===== src/rtl/maze_move_if.sv =====
// Player-move bus: debounced button levels in, wall-map req/ack handshake,
// player position and status out. The controller takes the slave side.
interface maze_move_if #(
  parameter int X_W = 5,
  parameter int Y_W = 5
);
  logic           btn_u;
  logic           btn_d;
  logic           btn_l;
  logic           btn_r;
  logic           move_en;
  logic           map_req;
  logic [X_W-1:0] map_x;
  logic [Y_W-1:0] map_y;
  logic           map_ack;
  logic           map_wall;
  logic [X_W-1:0] xpos;
  logic [Y_W-1:0] ypos;
  logic           busy;
  logic           bump;
  logic           timeout;
  logic           win;
  logic [15:0]    move_count;

  modport slave (
    input  btn_u, btn_d, btn_l, btn_r, move_en, map_ack, map_wall,
    output map_req, map_x, map_y, xpos, ypos, busy, bump, timeout, win, move_count
  );

  modport master (
    output btn_u, btn_d, btn_l, btn_r, move_en, map_ack, map_wall,
    input  map_req, map_x, map_y, xpos, ypos, busy, bump, timeout, win, move_count
  );
endinterface


===== src/rtl/maze_move_ctrl.sv =====
// Maze player move sequencer: button edge/priority, wall lookup handshake, commit.
// Optional hold-to-repeat moves when MOVE_REPEAT_EN is defined.
//
// state    | meaning
// S_IDLE   | waiting for a button press (move_en gates acceptance)
// S_LOOKUP | map_req held, waiting for map_ack or lookup timeout
// S_WIN    | goal reached, all buttons ignored until reset
module maze_move_ctrl #(
  parameter int X_W     = 5,
  parameter int Y_W     = 5,
  parameter int MAZE_W  = 32,
  parameter int MAZE_H  = 32,
  parameter int START_X = 1,
  parameter int START_Y = 1,
  parameter int GOAL_X  = 30,
  parameter int GOAL_Y  = 30,
  parameter int TIMEOUT = 15
`ifdef MOVE_REPEAT_EN
  , parameter int REPEAT_CYC = 12500000
`endif
) (
  input  logic       clk,
  input  logic       reset,
  maze_move_if.slave bus
);

  localparam int TW = (TIMEOUT > 2) ? $clog2(TIMEOUT) : 1;

  typedef enum logic [1:0] {S_IDLE, S_LOOKUP, S_WIN} state_t;
  typedef enum logic [1:0] {D_U = 2'd0, D_D = 2'd1, D_L = 2'd2, D_R = 2'd3} dir_t;

  state_t         state_q, state_d;
  logic [3:0]     btn_lvl, btn_q, press;
  logic [2:0]     press_res;
  logic           press_vld, move_vld, move_go, oob;
  dir_t           press_dir, move_dir;
  logic [X_W-1:0] tgt_x, map_x_q, map_x_d, xpos_q, xpos_d;
  logic [Y_W-1:0] tgt_y, map_y_q, map_y_d, ypos_q, ypos_d;
  logic           map_req_q, map_req_d, bump_q, bump_d;
  logic           timeout_q, timeout_d, win_q, win_d;
  logic [15:0]    cnt_q, cnt_d;
  logic [TW-1:0]  wait_q, wait_d;

  // {valid, dir}; button vector is {u, d, l, r}, highest priority first
  function automatic logic [2:0] resolve(input logic [3:0] b);
    logic [2:0] r;
    r = 3'b000;
    if (b[3])      r = {1'b1, D_U};
    else if (b[2]) r = {1'b1, D_D};
    else if (b[1]) r = {1'b1, D_L};
    else if (b[0]) r = {1'b1, D_R};
    return r;
  endfunction

  assign btn_lvl   = {bus.btn_u, bus.btn_d, bus.btn_l, bus.btn_r};
  assign press     = btn_lvl & ~btn_q;
  assign press_res = resolve(press);
  assign press_vld = press_res[2];
  assign press_dir = dir_t'(press_res[1:0]);
  assign move_go   = (state_q == S_IDLE) && bus.move_en && move_vld;

`ifdef MOVE_REPEAT_EN
  localparam int RW = (REPEAT_CYC > 2) ? $clog2(REPEAT_CYC) : 1;

  logic [2:0]    held_res;
  logic          held_vld, rep_fire, rep_act_q, rep_act_d;
  dir_t          held_dir, rep_dir_q, rep_dir_d;
  logic [RW-1:0] rep_cnt_q, rep_cnt_d;

  assign held_res = resolve(btn_lvl);
  assign held_vld = held_res[2];
  assign held_dir = dir_t'(held_res[1:0]);
  assign rep_fire = rep_act_q && held_vld && (held_dir == rep_dir_q) && (rep_cnt_q == '0);
  assign move_vld = press_vld | rep_fire;
  assign move_dir = press_vld ? press_dir : held_dir;

  // Down-counter reloads on every issued move and on any change of held direction
  always_comb begin
    rep_act_d = rep_act_q;
    rep_dir_d = rep_dir_q;
    rep_cnt_d = rep_cnt_q;
    if (!held_vld) begin
      rep_act_d = 1'b0;
    end else if (move_go || !rep_act_q || (held_dir != rep_dir_q)) begin
      rep_act_d = 1'b1;
      rep_dir_d = held_dir;
      rep_cnt_d = RW'(REPEAT_CYC - 1);
    end else if (rep_cnt_q != '0) begin
      rep_cnt_d = rep_cnt_q - RW'(1);
    end
  end

  always_ff @(posedge clk) begin
    if (reset) begin
      rep_act_q <= 1'b0;
      rep_dir_q <= D_U;
      rep_cnt_q <= '0;
    end else begin
      rep_act_q <= rep_act_d;
      rep_dir_q <= rep_dir_d;
      rep_cnt_q <= rep_cnt_d;
    end
  end
`else
  assign move_vld = press_vld;
  assign move_dir = press_dir;
`endif

  always_comb begin
    tgt_x = xpos_q;
    tgt_y = ypos_q;
    oob   = 1'b0;
    case (move_dir)
      D_U: begin oob = (ypos_q == '0);                  tgt_y = ypos_q - Y_W'(1); end
      D_D: begin oob = (ypos_q == Y_W'(MAZE_H - 1));    tgt_y = ypos_q + Y_W'(1); end
      D_L: begin oob = (xpos_q == '0);                  tgt_x = xpos_q - X_W'(1); end
      D_R: begin oob = (xpos_q == X_W'(MAZE_W - 1));    tgt_x = xpos_q + X_W'(1); end
    endcase
  end

  always_comb begin
    state_d   = state_q;
    map_req_d = map_req_q;
    map_x_d   = map_x_q;
    map_y_d   = map_y_q;
    xpos_d    = xpos_q;
    ypos_d    = ypos_q;
    cnt_d     = cnt_q;
    wait_d    = wait_q;
    win_d     = win_q;
    bump_d    = 1'b0;
    timeout_d = 1'b0;
    case (state_q)
      S_IDLE: begin
        if (move_go) begin
          if (oob) begin
            bump_d = 1'b1;
          end else begin
            map_x_d   = tgt_x;
            map_y_d   = tgt_y;
            map_req_d = 1'b1;
            wait_d    = TW'(TIMEOUT - 1);
            state_d   = S_LOOKUP;
          end
        end
      end
      S_LOOKUP: begin
        if (bus.map_ack) begin
          map_req_d = 1'b0;
          if (bus.map_wall) begin
            bump_d  = 1'b1;
            state_d = S_IDLE;
          end else begin
            xpos_d = map_x_q;
            ypos_d = map_y_q;
            cnt_d  = (cnt_q == 16'hFFFF) ? cnt_q : cnt_q + 16'd1;
            if ((map_x_q == X_W'(GOAL_X)) && (map_y_q == Y_W'(GOAL_Y))) begin
              win_d   = 1'b1;
              state_d = S_WIN;
            end else begin
              state_d = S_IDLE;
            end
          end
        end else if (wait_q == '0) begin
          timeout_d = 1'b1;
          map_req_d = 1'b0;
          state_d   = S_IDLE;
        end else begin
          wait_d = wait_q - TW'(1);
        end
      end
      S_WIN: begin
        map_req_d = 1'b0;
      end
      default: begin
        map_req_d = 1'b0;
        state_d   = S_IDLE;
      end
    endcase
  end

  always_ff @(posedge clk) begin
    if (reset) begin
      state_q   <= S_IDLE;
      btn_q     <= '0;
      map_req_q <= 1'b0;
      map_x_q   <= '0;
      map_y_q   <= '0;
      xpos_q    <= X_W'(START_X);
      ypos_q    <= Y_W'(START_Y);
      cnt_q     <= '0;
      wait_q    <= '0;
      win_q     <= 1'b0;
      bump_q    <= 1'b0;
      timeout_q <= 1'b0;
    end else begin
      state_q   <= state_d;
      btn_q     <= btn_lvl;
      map_req_q <= map_req_d;
      map_x_q   <= map_x_d;
      map_y_q   <= map_y_d;
      xpos_q    <= xpos_d;
      ypos_q    <= ypos_d;
      cnt_q     <= cnt_d;
      wait_q    <= wait_d;
      win_q     <= win_d;
      bump_q    <= bump_d;
      timeout_q <= timeout_d;
    end
  end

  assign bus.map_req    = map_req_q;
  assign bus.map_x      = map_x_q;
  assign bus.map_y      = map_y_q;
  assign bus.xpos       = xpos_q;
  assign bus.ypos       = ypos_q;
  assign bus.busy       = (state_q == S_LOOKUP);
  assign bus.bump       = bump_q;
  assign bus.timeout    = timeout_q;
  assign bus.win        = win_q;
  assign bus.move_count = cnt_q;

endmodule


===== src/flat_wrapper.sv =====
// flat-port wrapper written by rule: the top's interface ports become plain ports
module maze_move_ctrl_flat 
#(
  parameter int X_W     = 5,
  parameter int Y_W     = 5,
  parameter int MAZE_W  = 32,
  parameter int MAZE_H  = 32,
  parameter int START_X = 1,
  parameter int START_Y = 1,
  parameter int GOAL_X  = 30,
  parameter int GOAL_Y  = 30,
  parameter int TIMEOUT = 15

)
  (clk, reset, bus_btn_u, bus_btn_d, bus_btn_l, bus_btn_r, bus_move_en, bus_map_ack, bus_map_wall, bus_map_req, bus_map_x, bus_map_y, bus_xpos, bus_ypos, bus_busy, bus_bump, bus_timeout, bus_win, bus_move_count);
  maze_move_if #(.X_W(X_W), .Y_W(Y_W)) bus_i ();
  input  logic clk;
  input  logic reset;
  input wire logic [$bits(bus_i.btn_u)-1:0] bus_btn_u;
  input wire logic [$bits(bus_i.btn_d)-1:0] bus_btn_d;
  input wire logic [$bits(bus_i.btn_l)-1:0] bus_btn_l;
  input wire logic [$bits(bus_i.btn_r)-1:0] bus_btn_r;
  input wire logic [$bits(bus_i.move_en)-1:0] bus_move_en;
  input wire logic [$bits(bus_i.map_ack)-1:0] bus_map_ack;
  input wire logic [$bits(bus_i.map_wall)-1:0] bus_map_wall;
  output wire logic [$bits(bus_i.map_req)-1:0] bus_map_req;
  output wire logic [$bits(bus_i.map_x)-1:0] bus_map_x;
  output wire logic [$bits(bus_i.map_y)-1:0] bus_map_y;
  output wire logic [$bits(bus_i.xpos)-1:0] bus_xpos;
  output wire logic [$bits(bus_i.ypos)-1:0] bus_ypos;
  output wire logic [$bits(bus_i.busy)-1:0] bus_busy;
  output wire logic [$bits(bus_i.bump)-1:0] bus_bump;
  output wire logic [$bits(bus_i.timeout)-1:0] bus_timeout;
  output wire logic [$bits(bus_i.win)-1:0] bus_win;
  output wire logic [$bits(bus_i.move_count)-1:0] bus_move_count;
  assign bus_i.btn_u = bus_btn_u;
  assign bus_i.btn_d = bus_btn_d;
  assign bus_i.btn_l = bus_btn_l;
  assign bus_i.btn_r = bus_btn_r;
  assign bus_i.move_en = bus_move_en;
  assign bus_i.map_ack = bus_map_ack;
  assign bus_i.map_wall = bus_map_wall;
  assign bus_map_req = bus_i.map_req;
  assign bus_map_x = bus_i.map_x;
  assign bus_map_y = bus_i.map_y;
  assign bus_xpos = bus_i.xpos;
  assign bus_ypos = bus_i.ypos;
  assign bus_busy = bus_i.busy;
  assign bus_bump = bus_i.bump;
  assign bus_timeout = bus_i.timeout;
  assign bus_win = bus_i.win;
  assign bus_move_count = bus_i.move_count;
  maze_move_ctrl #(.X_W(X_W), .Y_W(Y_W), .MAZE_W(MAZE_W), .MAZE_H(MAZE_H), .START_X(START_X), .START_Y(START_Y), .GOAL_X(GOAL_X), .GOAL_Y(GOAL_Y), .TIMEOUT(TIMEOUT)) u_core (.clk(clk), .reset(reset), .bus(bus_i));
endmodule

===== config.mk =====
export PLATFORM = sky130hd
export DESIGN_NAME = maze_move_ctrl_flat
export DESIGN_NICKNAME = d
export VERILOG_FILES = /design/src/rtl/maze_move_if.sv /design/src/rtl/maze_move_ctrl.sv /design/src/flat_wrapper.sv
export SDC_FILE = /design/constraint.sdc
export NUM_CORES = 1
export LEC_CHECK = 0
export CORE_MARGIN = 8
export CORE_UTILIZATION = 51
export DETAILED_ROUTE_END_ITERATION = 10
export MAX_ROUTING_LAYER = met4
export PLACE_DENSITY = 0.79
export SETUP_SLACK_MARGIN = 0.1
export SLEW_MARGIN = 5
export SYNTH_ARGS = -nofsm -noshare
export SYNTH_HDL_FRONTEND = slang
export SYNTH_SLANG_ARGS = --single-unit

===== constraint.sdc =====
create_clock -name clk -period 2.9 [get_ports clk]
set_clock_uncertainty 0.15 [all_clocks]
set_input_delay 0.58 -clock clk [delete_from_list [all_inputs] [get_ports clk]]
set_output_delay 0.58 -clock clk [all_outputs]
set_load 0.05 [all_outputs]

Word-level counts from Yosys, hierarchy flattened:

Index checks and enable logic that the tools add are counted.

* flip-flop bits (word level): 50
* word-level logic and storage cells: 87
* input bits: 9
* output and inout bits: 41

* bitwise gates (word level): 7
* add/subtract/negate cells: 6
* equality and inequality tests: 15
* multiplexer cells: 30
* reduce and logical (&&, ||, !) cells: 17

Operators with widths (count)
* 5-bit == test (second input constant): 4
* 5-bit one-hot mux with 2 select lines: 2
* 16-bit by 1-bit adder with 16-bit output (second input constant): 1
* 16-bit == test (second input constant): 1
* 4-bit two-way mux: 4
* 2-bit two-way mux: 6
* 3-bit two-way mux: 4
* 4-bit AND reduction: 3
* 5-bit by 1-bit adder with 5-bit output (second input constant): 2
* 5-bit logical NOT: 2
* 5-bit by 1-bit subtractor with 5-bit output (second input constant): 2
* 1-bit two-way mux: 9
* 3-bit AND reduction: 3
* 4-bit one-hot mux with 2 select lines: 1
* 2-bit == test (second input constant): 3
* 2-bit inequality test (second input constant): 3
* 2-bit one-hot mux with 3 select lines: 1
* 1-bit NOT: 5
* 5-bit AND reduction: 1
* 4-bit AND: 1
* 2-bit by 1-bit == test with 1-bit output (second input constant): 2
* 2-bit logical NOT: 2
* 4-bit logical NOT: 1
* 4-bit NOT: 1
* 8 further kinds: 11

Longest topological paths before layout:

Gate-level depths: netlist (run 1).

* word-level depth: 11
* gate-level depth with buffers: 10
* mapped depth without buffers: 10

Least setup slack after synthesis (run 1):

OpenSTA, ideal clock, no wires.

* kind: input port to flip-flop
* start: in bus_btn_u
* end: reg u_core.map_x_q[4], in the netlist u_core.bus.map_x[4]
* slack: 187 ps
* setup time: 128 ps
* path buffers: 0
* data arrival time: 2435 ps
* required time: 2622 ps
* cell stages on the path: 10
* cells stage by stage: nor2b_1 > nor4_1 > inv_1 > ha_1 > nand2b_1 > a21oi_1 > mux2i_1 > xnor2_1 > mux2i_1 > nor2_1

* longest elaborated chain between the ends: 6
* elaborated cells between the ends (all ways): 11
* classes of those cells: eq/ne: 3; mux: 3; bitwise: 2; reduce/logical: 3

RTL lines
* start, declared: RTL line flat_wrapper.sv:19 `input wire logic [$bits(bus_i.btn_u)-1:0] bus_btn_u;`
* 4-bit AND *: RTL line maze_move_ctrl.sv:56 `assign press = btn_lvl & ~btn_q;`
* 3-bit two-way mux *: RTL line maze_move_ctrl.sv:48 `if (b[3]) r = {1'b1, D_U};`
* 2-bit == test (tied with other cells): RTL line maze_move_ctrl.sv:113 `case (move_dir)`
* 1-bit one-hot mux with 4 select lines: RTL line maze_move_ctrl.sv:113
* 1-bit NOT (no line)
* 3-bit AND reduction (no line)
* end signal, assigned: RTL line maze_move_ctrl.sv:200 `map_x_q <= map_x_d;`
* end, declared: RTL line maze_move_ctrl.sv:37 `logic [X_W-1:0] tgt_x, map_x_q, map_x_d, xpos_q, xpos_d;`

Mark *: on every way between the ends. The rest lies on a longest branch, timed or not.
A chain may end at the register's enable or synchronous reset.

Final worst setup path (run 1):

* start: in bus_btn_d
* end: reg u_core.map_y_q[4], in the netlist u_core.bus.map_y[4]

* longest elaborated chain between the ends: 7
* elaborated cells between the ends (all ways): 12
* classes of those cells: eq/ne: 3; mux: 4; bitwise: 2; reduce/logical: 3

RTL lines
* start, declared: RTL line flat_wrapper.sv:20 `input wire logic [$bits(bus_i.btn_d)-1:0] bus_btn_d;`
* 4-bit AND *: RTL line maze_move_ctrl.sv:56
* 3-bit two-way mux *: RTL line maze_move_ctrl.sv:49 `else if (b[2]) r = {1'b1, D_D};`
* 3-bit two-way mux *: RTL line maze_move_ctrl.sv:48
* 2-bit == test (tied with other cells): RTL line maze_move_ctrl.sv:113
* 1-bit one-hot mux with 4 select lines: RTL line maze_move_ctrl.sv:113
* 1-bit NOT (no line)
* 3-bit AND reduction (no line)
* end signal, assigned: RTL line maze_move_ctrl.sv:201 `map_y_q <= map_y_d;`
* end, declared: RTL line maze_move_ctrl.sv:38 `logic [Y_W-1:0] tgt_y, map_y_q, map_y_d, ypos_q, ypos_d;`

Marked as above.

==> impl_metrics.toml, run 1 <==
[yosys]
synth.most_common_cell = "dfxtp_1"
synth_top_flop_cell = "dfxtp_1"
ys_seq_area_share_pct = 40.20
yosysWarnings = 0
yosys-top-cells-area = "dfxtp_1, nand2_1, xor2_1, a21oi_1, nor2_1"
synth.distinct_cells = 43
syn_nets = 307
synth_seq_cells = 50
async_reset_ff_share_pct = 0
synth_area_per_cell_um2 = 8.645
synth_top_cell_area_share_pct = 40.20
synth_common_cells = "dfxtp_1, nand2_1, nor2_1"
yosys.area.top_type = "dfxtp_1"
synth_cells = 288
synth_area_um2 = 2490
synth_edf_count = 0

[sta]
fmax_ghz = 0.3807
tightest_slew_ps = 526.1
finalCritPeriodShare_pct = 90.57
hold_violations = 0
setup_tns_ps = 0
drv_slew = 0
relSlewSlack_pct = 64.82
fin_crit_ps = 2627
rsz0062_at_grt = "no"
setup_violations = 0

[worst_setup_path]
worst-path-buf-inv = 2
arrival_ps = 2680
max_stage_delay_ps = 480
cp_slowest_cell = "clkdlybuf4s50_1"
crit_family = "buffers and inverters"
path_cells = "clkdlybuf4s50_1, nor2b_2, buf_4, nand2_1, ha_1, a21o_1, a21oi_1, mux2i_1, xor2_1, o21a_1"
start_kind = "input port"
critPathKind = "input port to flop"
worstReg2RegStart = "u_core.btn_q[0]"
startpoint = "bus_btn_d"
critPathRequiredTime_ps = 2960
end_kind = "flop"
critPathMaxFanout = 4

[route]
first_pass_iters = 4
viasPerCell = 5.239
wirelength_um = 6207
drc_errors = 0
wl_per_cell_um = 14.54
final_antenna_net_count = 0
num_vias = 2237
drt_iter0_markers = 114

[worst_hold_path]
hold_start = "u_core.bus.win"
holdCritPathClass = "flop to flop"

[final_layout]
design_area_um2 = 3357
drive_above_1_share_pct = 13.33
layout.nets = 378
fill_cells = 383
post_layout_nonfiller_instances = 427
area_growth_pct = 34.82
diodes = 0

[pwr]
p_int_uw = 1006
power.switching_uw = 419.8
p_per_area_nw_per_um2 = 424.6
seqPwrFrac_pct = 51.2
ir_worst_vdd_mv = 0.2493
power_uw = 1425
p_sw_share_pct = 29.45
p_leak_uw = 0.001301
combPwrFrac_pct = 20.1
clkPwrFrac_pct = 28.7

[run]
cap_violations = 0

[clock_network]
ctsHtreeMaxLevel = 2
insertion_delay_ps = 310
cts-root-buf = "clkbuf_8"
numCtsBuffers = 5
post_cts_buffers = 0
cts_tree = "done"
clock_path_buffers = 2
clock_sinks = 50
path_clk_slew_ps = 100

[floorplan]
fp.dieH_um = 85.87
coreArea_um2 = 4723
die-area_um2 = 7374
die_w_um = 85.87
rows = 25
io_pins = 50
initial_core_util_pct = 52.72

[place]
dp_hpwl_um = 4635
portBuffers = 49
dp.cells = 419
place_area_um2 = 3224
place_congestion = 0.9380

[global_route]
grt_pass1_vias = 2217
antenna_found_initial = 0
grt_overflow = 0
grt_pass1_wl_um = 10580
grt_max_degree = 29
globalRouteTotalUtil_pct = 18.02

[run_status]
status = "complete, no violations"
[power groups by stage]
stage / Sequential (µW) / Clock [µW] / Combinational, µW
finish: 729 / 409 / 287
global route: 733 / 441 / 309
CTS: 728 / 420 / 281
detailed placement: 744 / 0 / 278
global placement: 744 / 0 / 275
floorplan: 785 / 0 / 135
[repair_timing]
item,in CTS,in global routing
pin swaps,0,1
gates resized for setup,1,10
endpoints found under the setup margin,1,2
hold buffers,0,0
[layout by cell type (no fill, tap or decap), drive strengths merged, types with 8 or more instances in the layout]
master	Yosys	layout
dfxtp	50	50
clkdlybuf4s50	0	48
nand2	36	36
nor2	29	29
a21oi	26	26
buf	2	25
xor2	15	15
inv	15	15
xnor2	10	10
mux2i	10	10
nand3	9	9
ha	8	8
nand4	8	8
nor2b	8	8
[sequential cells by signal, summed over array words and instances (netlist names)]
register	flops
u_core.bus.move_count	16
u_core.bus.map_x	5
u_core.bus.map_y	5
u_core.bus.xpos	5
u_core.bus.ypos	5
u_core.btn_q	4
u_core.wait_q	4
u_core.state_q	2
u_core.bus.bump	1
u_core.bus.map_req	1
u_core.bus.timeout	1
u_core.bus.win	1
[layout make-up]
type	instances	area, µm²	area share, %
clock buffers	5	68.82	2.050
inverters	15	56.30	1.677
well taps	67	83.83	2.497
clock inverters	3	21.27	0.6336
repair buffers	74	693.2	20.65
multi-input cells	213	1433	42.68
flip-flops and latches	50	1001	29.82
[worst paths after layout]
kind                                            end  slack (ps)  depth (start not counted)
worst max register to register  u_core.bus.map_x[3]         610                         10
worst min-delay path                 u_core.bus.win         320                          2
worst min register to register       u_core.bus.win         320                          2
worst max-delay path            u_core.bus.map_y[4]         270                         10
[kinds of logic after synthesis]
family | after synthesis | share of synthesized area (%)
buffers and inverters | 25 | 4.120
AOI/OAI and AO/OA | 45 | 12.26
and+or+nand+nor | 122 | 24.52
xor gates and xnor gates | 25 | 8.794
DFF | 50 | 40.20
muxes | 11 | 4.472
adders and majority gates | 10 | 5.628
[per-layer routing]
| layer | part of all wire, % | track usage (%) | up-vias |
|---|---|---|---|
| li1 | - | - | 1127 |
| met1 | 48 | 21.94 | 1044 |
| met2 | 45 | 28.55 | 59 |
| met3 | 5.2 | 4.776 | 7 |
| met4 | 1.1 | 5.096 | 0 |
| met5 | 0 | - | - |
[worst min-delay path, cell delays in order, from the launching register on]
cell and delay, ps:
dfxtp_1 340, inv_1 50, a21oi_1 50
[stage by stage]
| step | util [%] | worst slack, ps | hold WS (ps) |
|---|---|---|---|
| floorplan | - | 187.0 | 313.3 |
| CTS | 70.30 | 195.8 | 329.1 |
| global route | 71.07 | 104.8 | 351.8 |
| global placement | 68.26 | -155.8 | 304.2 |
| finish | 71.07 | 273.4 | 319.7 |
| detailed placement | 68.26 | -230.0 | 314.3 |
(Power assumes the default switching activity.)
==> inputs of run 2 (changes only) <==
Settings changed: CORE_MARGIN 8 to 5.
==> run 2 against run 1 <==
- global-route usage rose by 2.6 points
- non-clock buffer count is 2 lower
- power increased by 0.52%
- via count decreased by 0.94%
- first-iteration DRC count is 14% lower
- register-to-register slack improved by 20 ps
- critical endpoint is now u_core.bus.map_x[4]
- largest cell class unchanged
- largest power group unchanged
==> impl_metrics.toml, run 2 (synthesis results as in run 1) <==
[clock_network]
insertion_delay_ps = 300
cts-root-buf = "clkbuf_8"
cts_tree = "done"
ctsHtreeMaxLevel = 2
hold_buffers = 0
clock_path_buffers = 2
path_clk_slew_ps = 90
numCtsBuffers = 5
post_cts_buffers = 0
clock_sinks = 50

[floorplan]
die-area_um2 = 6379
initial_core_util_pct = 52.72
rows = 25
die_w_um = 79.87
coreArea_um2 = 4723
fp.dieH_um = 79.87
io_pins = 50

[worst_setup_path]
cp_slowest_cell = "clkdlybuf4s50_1"
worst-path-buf-inv = 2
critPathMaxFanout = 3
end_kind = "flop"
critPathKind = "input port to flop"
start_kind = "input port"
cpMostUsedCell = "mux2i_1"
path_cells = "clkdlybuf4s50_1, nor2b_2, nor4_4, buf_4, fa_1, nand2b_1, a21oi_1, mux2i_1, xnor2_1, mux2i_1, nor2_1"
crit_family = "buffers and inverters"
max_stage_delay_ps = 480
critPathRequiredTime_ps = 2940
arrival_ps = 2750

[route]
drc_errors = 0
viasPerCell = 5.214
wirelength_um = 6053
first_pass_iters = 4
wl_per_cell_um = 14.24
num_vias = 2216
final_antenna_net_count = 0
drt_iter0_markers = 98

[run_status]
status = "complete, no violations"

[final_layout]
final_cell_mix = "dfxtp_1, clkdlybuf4s50_1, nand2_1, nor2_1, a21oi_1"
diodes = 0
fill_cells = 365
largest_reg_flops = 16
layout.nets = 376
layout_commonest_cell = "dfxtp_1"
utilization_pct = 71.15
post_layout_nonfiller_instances = 425
drive_above_1_share_pct = 12.85
design_area_um2 = 3361
area_growth_pct = 34.97

[pwr]
ir_worst_vdd_mv = 0.2352
power_uw = 1433
p_per_area_nw_per_um2 = 426.3
p_leak_uw = 0.001286

[sta]
drv_slew = 0
tightest_slew_ps = 516.0
rsz0062_at_grt = "no"
hold_violations = 0
setup_violations = 0
finalCritPeriodShare_pct = 93.16
finalWorstSetupSlack_ps = 198.4
fin_crit_ps = 2702
fmax_ghz = 0.3702
relSlewSlack_pct = 65.49

[place]
place_area_um2 = 3222
dp_hpwl_um = 4307
pre_cts_ws_ps = -250.9
place_congestion = 0.9254
dp.cells = 417
portBuffers = 49

[global_route]
globalRouteTotalUtil_pct = 20.66
grt_overflow = 0
grt_max_degree = 49
grt_pass1_wl_um = 10160
grt_pass1_vias = 2120
antenna_found_initial = 0

[run]
cap_violations = 0

[worst_hold_path]
holdCritPathClass = "flop to flop"
-- run 2: cell count changes in the layout (fill, tap and decap cells not counted), sizes merged --
cell,delta
clkbuf,+1
dlymetal6s2s,-1
clkdlybuf4s50,+1
clkinv,-1
buf,-2
-- run 2: final timing paths --
path,depth (start not counted),slack (ps),to,from
setup / recovery,11,200,u_core.bus.map_x[4],bus_btn_d
hold / removal,2,320,u_core.bus.win,u_core.bus.win
setup reg to reg,7,630,u_core.bus.map_y[2],u_core.bus.xpos[0]
hold reg to reg,2,320,u_core.bus.win,u_core.bus.win
-- run 2: worst register-to-register path: cells and delay by family, from the launching register on --
kind,cells,cell delay (ps)
compound gates,2,510
buf+inv,1,160
flops,1,390
mux,1,200
simple gates,3,740
-- run 2: power by group --
group	total, µW	leakage [µW]	internal (µW)	switching (µW)
Sequential	730	0.000406	709	20.4
Clock	416	0.0000472	192	224
Combinational	287	0.000832	126	160
Total	1430	0.00129	1030	405
-- run 2: stage by stage --
| step | TNS [ps] | hold slack, ps |
|---|---|---|
| after floorplan | 0 | 313.3 |
| after global placement | -333.5 | 304.8 |
| after detailed placement | -463.3 | 306.8 |
| after CTS | 0 | 320.1 |
| after global routing | 0 | 360.0 |
| final | 0 | 322.7 |
-- run 2: layer usage --
metal / up-vias / GRT usage, % / share of wire, %
met5: - / - / 0
met1: 1039 / 28.75 / 49
met3: 2 / 4.628 / 3.9
li1: 1128 / - / -
met2: 47 / 31.05 / 46
met4: 0 / 4.054 / 0.35
-- run 2: layout make-up --
class / instances / area [µm²] / area share, %
well taps: 67 / 83.83 / 2.494
inverters: 15 / 56.30 / 1.675
flip-flops and latches: 50 / 1001 / 29.78
repair buffers: 72 / 688.2 / 20.48
multi-input cells: 213 / 1436 / 42.74
clock buffers: 6 / 82.58 / 2.457
clock inverters: 2 / 12.51 / 0.3723
-- run 2: timing repair --
item	4_1_cts	5_1_grt
hold endpoints to repair	0	0
cloned	0	0
gates resized for setup	1	8
setup endpoints to repair	1	2
pin swaps	0	1
==> inputs of run 3 (changes only) <==
Settings changed: PLACE_DENSITY 0.79 to not set, PLACE_DENSITY_LB_ADDON set to 0.1.
==> run 3 against run 2 <==
- cell area decreased by 0.41%
- largest power group unchanged
- die area unchanged
- first-iteration DRC count increased by 5.1%
- count of clock-buffer cells in the layout unchanged
- sequential power about the same
- power increased by 0.36%
- global-route usage increased by 0.58 points
- combinational power decreased by 2%
- clock power increased by 3%
- core utilization decreased by 0.29 points
==> impl_metrics.toml, run 3 (synthesis results as in run 1) <==
[floorplan]
fp.dieH_um = 79.87
die-area_um2 = 6379
die_w_um = 79.87
initial_core_util_pct = 52.72
io_pins = 50
rows = 25
coreArea_um2 = 4723

[global_route]
grt_max_degree = 21
globalRouteTotalUtil_pct = 21.25
grt_overflow = 0
grt_pass1_vias = 2130
grt_pass1_wl_um = 10330
antenna_found_initial = 0

[sta]
fmax_ghz = 0.3764
finalCritPeriodShare_pct = 91.61
relSlewSlack_pct = 51.80
rsz0062_at_grt = "no"
holdWs_ps = 299.5
hold_violations = 0
setup_violations = 0
drv_slew = 0
tightest_slew_ps = 720.7
setup_tns_ps = 0
finalWorstSetupSlack_ps = 243.4
fin_crit_ps = 2657

[worst_setup_path]
critPathKind = "input port to flop"
critPathRequiredTime_ps = 2930
start_kind = "input port"
arrival_ps = 2680
end_kind = "flop"
critPathMaxFanout = 3

[route]
wirelength_um = 6096
viasPerCell = 5.258
wl_per_cell_um = 14.28
final_antenna_net_count = 0
num_vias = 2245
drc_errors = 0
drt_iter0_markers = 103
first_pass_iters = 6

[pwr]
p_leak_uw = 0.001290
p_sw_share_pct = 28.95
clkPwrFrac_pct = 29.7
p_int_uw = 1022
power.switching_uw = 416.3
seqPwrFrac_pct = 50.8
combPwrFrac_pct = 19.5
ir_worst_vdd_mv = 0.3054
p_per_area_nw_per_um2 = 429.6

[place]
dp_hpwl_um = 4425
place_congestion = 0.8577
pre_cts_ws_ps = -191.6
dp.cells = 419
portBuffers = 49

[clock_network]
ctsHtreeMaxLevel = 2
post_cts_buffers = 0
cts-root-buf = "clkbuf_8"
clock_path_buffers = 2
insertion_delay_ps = 310
clock_sinks = 50
numCtsBuffers = 5
cts_tree = "done"
path_clk_slew_ps = 90

[run_status]
status = "complete, no violations"

[final_layout]
layout.nets = 378
post_layout_nonfiller_instances = 427
drive_above_1_share_pct = 12.50
largest_reg_flops = 16
layout_commonest_cell = "dfxtp_1"
final_cell_mix = "dfxtp_1, clkdlybuf4s50_1, nand2_1, nor2_1, a21oi_1"
fill_cells = 406
utilization_pct = 70.86
diodes = 0
area_growth_pct = 34.42

[run]
cap_violations = 0

[worst_hold_path]
holdCritPathClass = "flop to flop"
-- run 3: cell count changes in the layout (fill, tap and decap cells not counted), sizes merged --
cell  previous run  this run
buf             23        25
-- run 3: routing by layer --
metal,up-vias,wire [µm],track usage [%]
met2,59,2657,30.80
met4,0,68,6.419
li1,1130,-,-
met5,-,0,-
met1,1049,3082,30.29
met3,7,288,3.612
-- run 3: final cells by class --
class,count,area (µm²),share of cell area (%)
Clock buffer,6,82.58,2.467
Clock inverter,2,12.51,0.3738
Inverter,15,56.30,1.682
Multi-Input combinational cell,213,1420,42.43
Sequential cell,50,1001,29.91
Tap cell,67,83.83,2.505
Timing Repair Buffer,74,690.7,20.64
-- run 3: worst paths after layout --
kind,to,startpoint,slack [ps],cells past startpoint
max,u_core.bus.map_x[4],bus_btn_u,240,11
min,u_core.bus.win,u_core.bus.win,300,2
max reg2reg,u_core.bus.map_x[4],u_core.bus.xpos[0],600,7
min reg2reg,u_core.bus.win,u_core.bus.win,300,2
-- run 3: worst max-delay path: stages --
cell	delay, ps
clkdlybuf4s50_1	490
nor2b_2	220
nor4_4	60
buf_4	150
fa_1	380
nand2b_1	150
a21oi_1	160
mux2i_1	230
xnor2_1	90
mux2i_1	130
nor2_1	50
-- run 3: repair_timing --
item                                    CTS  global route
hold buffers                              0             0
endpoints found under the setup margin    0             3
resized for setup                         0             6
-- run 3: power groups by stage --
stage	sequential [µW]	combinational (µW)	clock, µW
after floorplan	785	135	0
after detailed placement	745	272	0
final	730	280	428
after global routing	734	301	465
after CTS	729	275	434
after global placement	745	270	0
-- run 3: metrics by stage --
stage | total power, µW | area [µm²]
after floorplan | 920.2 | 2490
after global placement | 1015 | 3224
after detailed placement | 1018 | 3224
after CTS | 1439 | 3319
after global routing | 1499 | 3347
final | 1438 | 3347
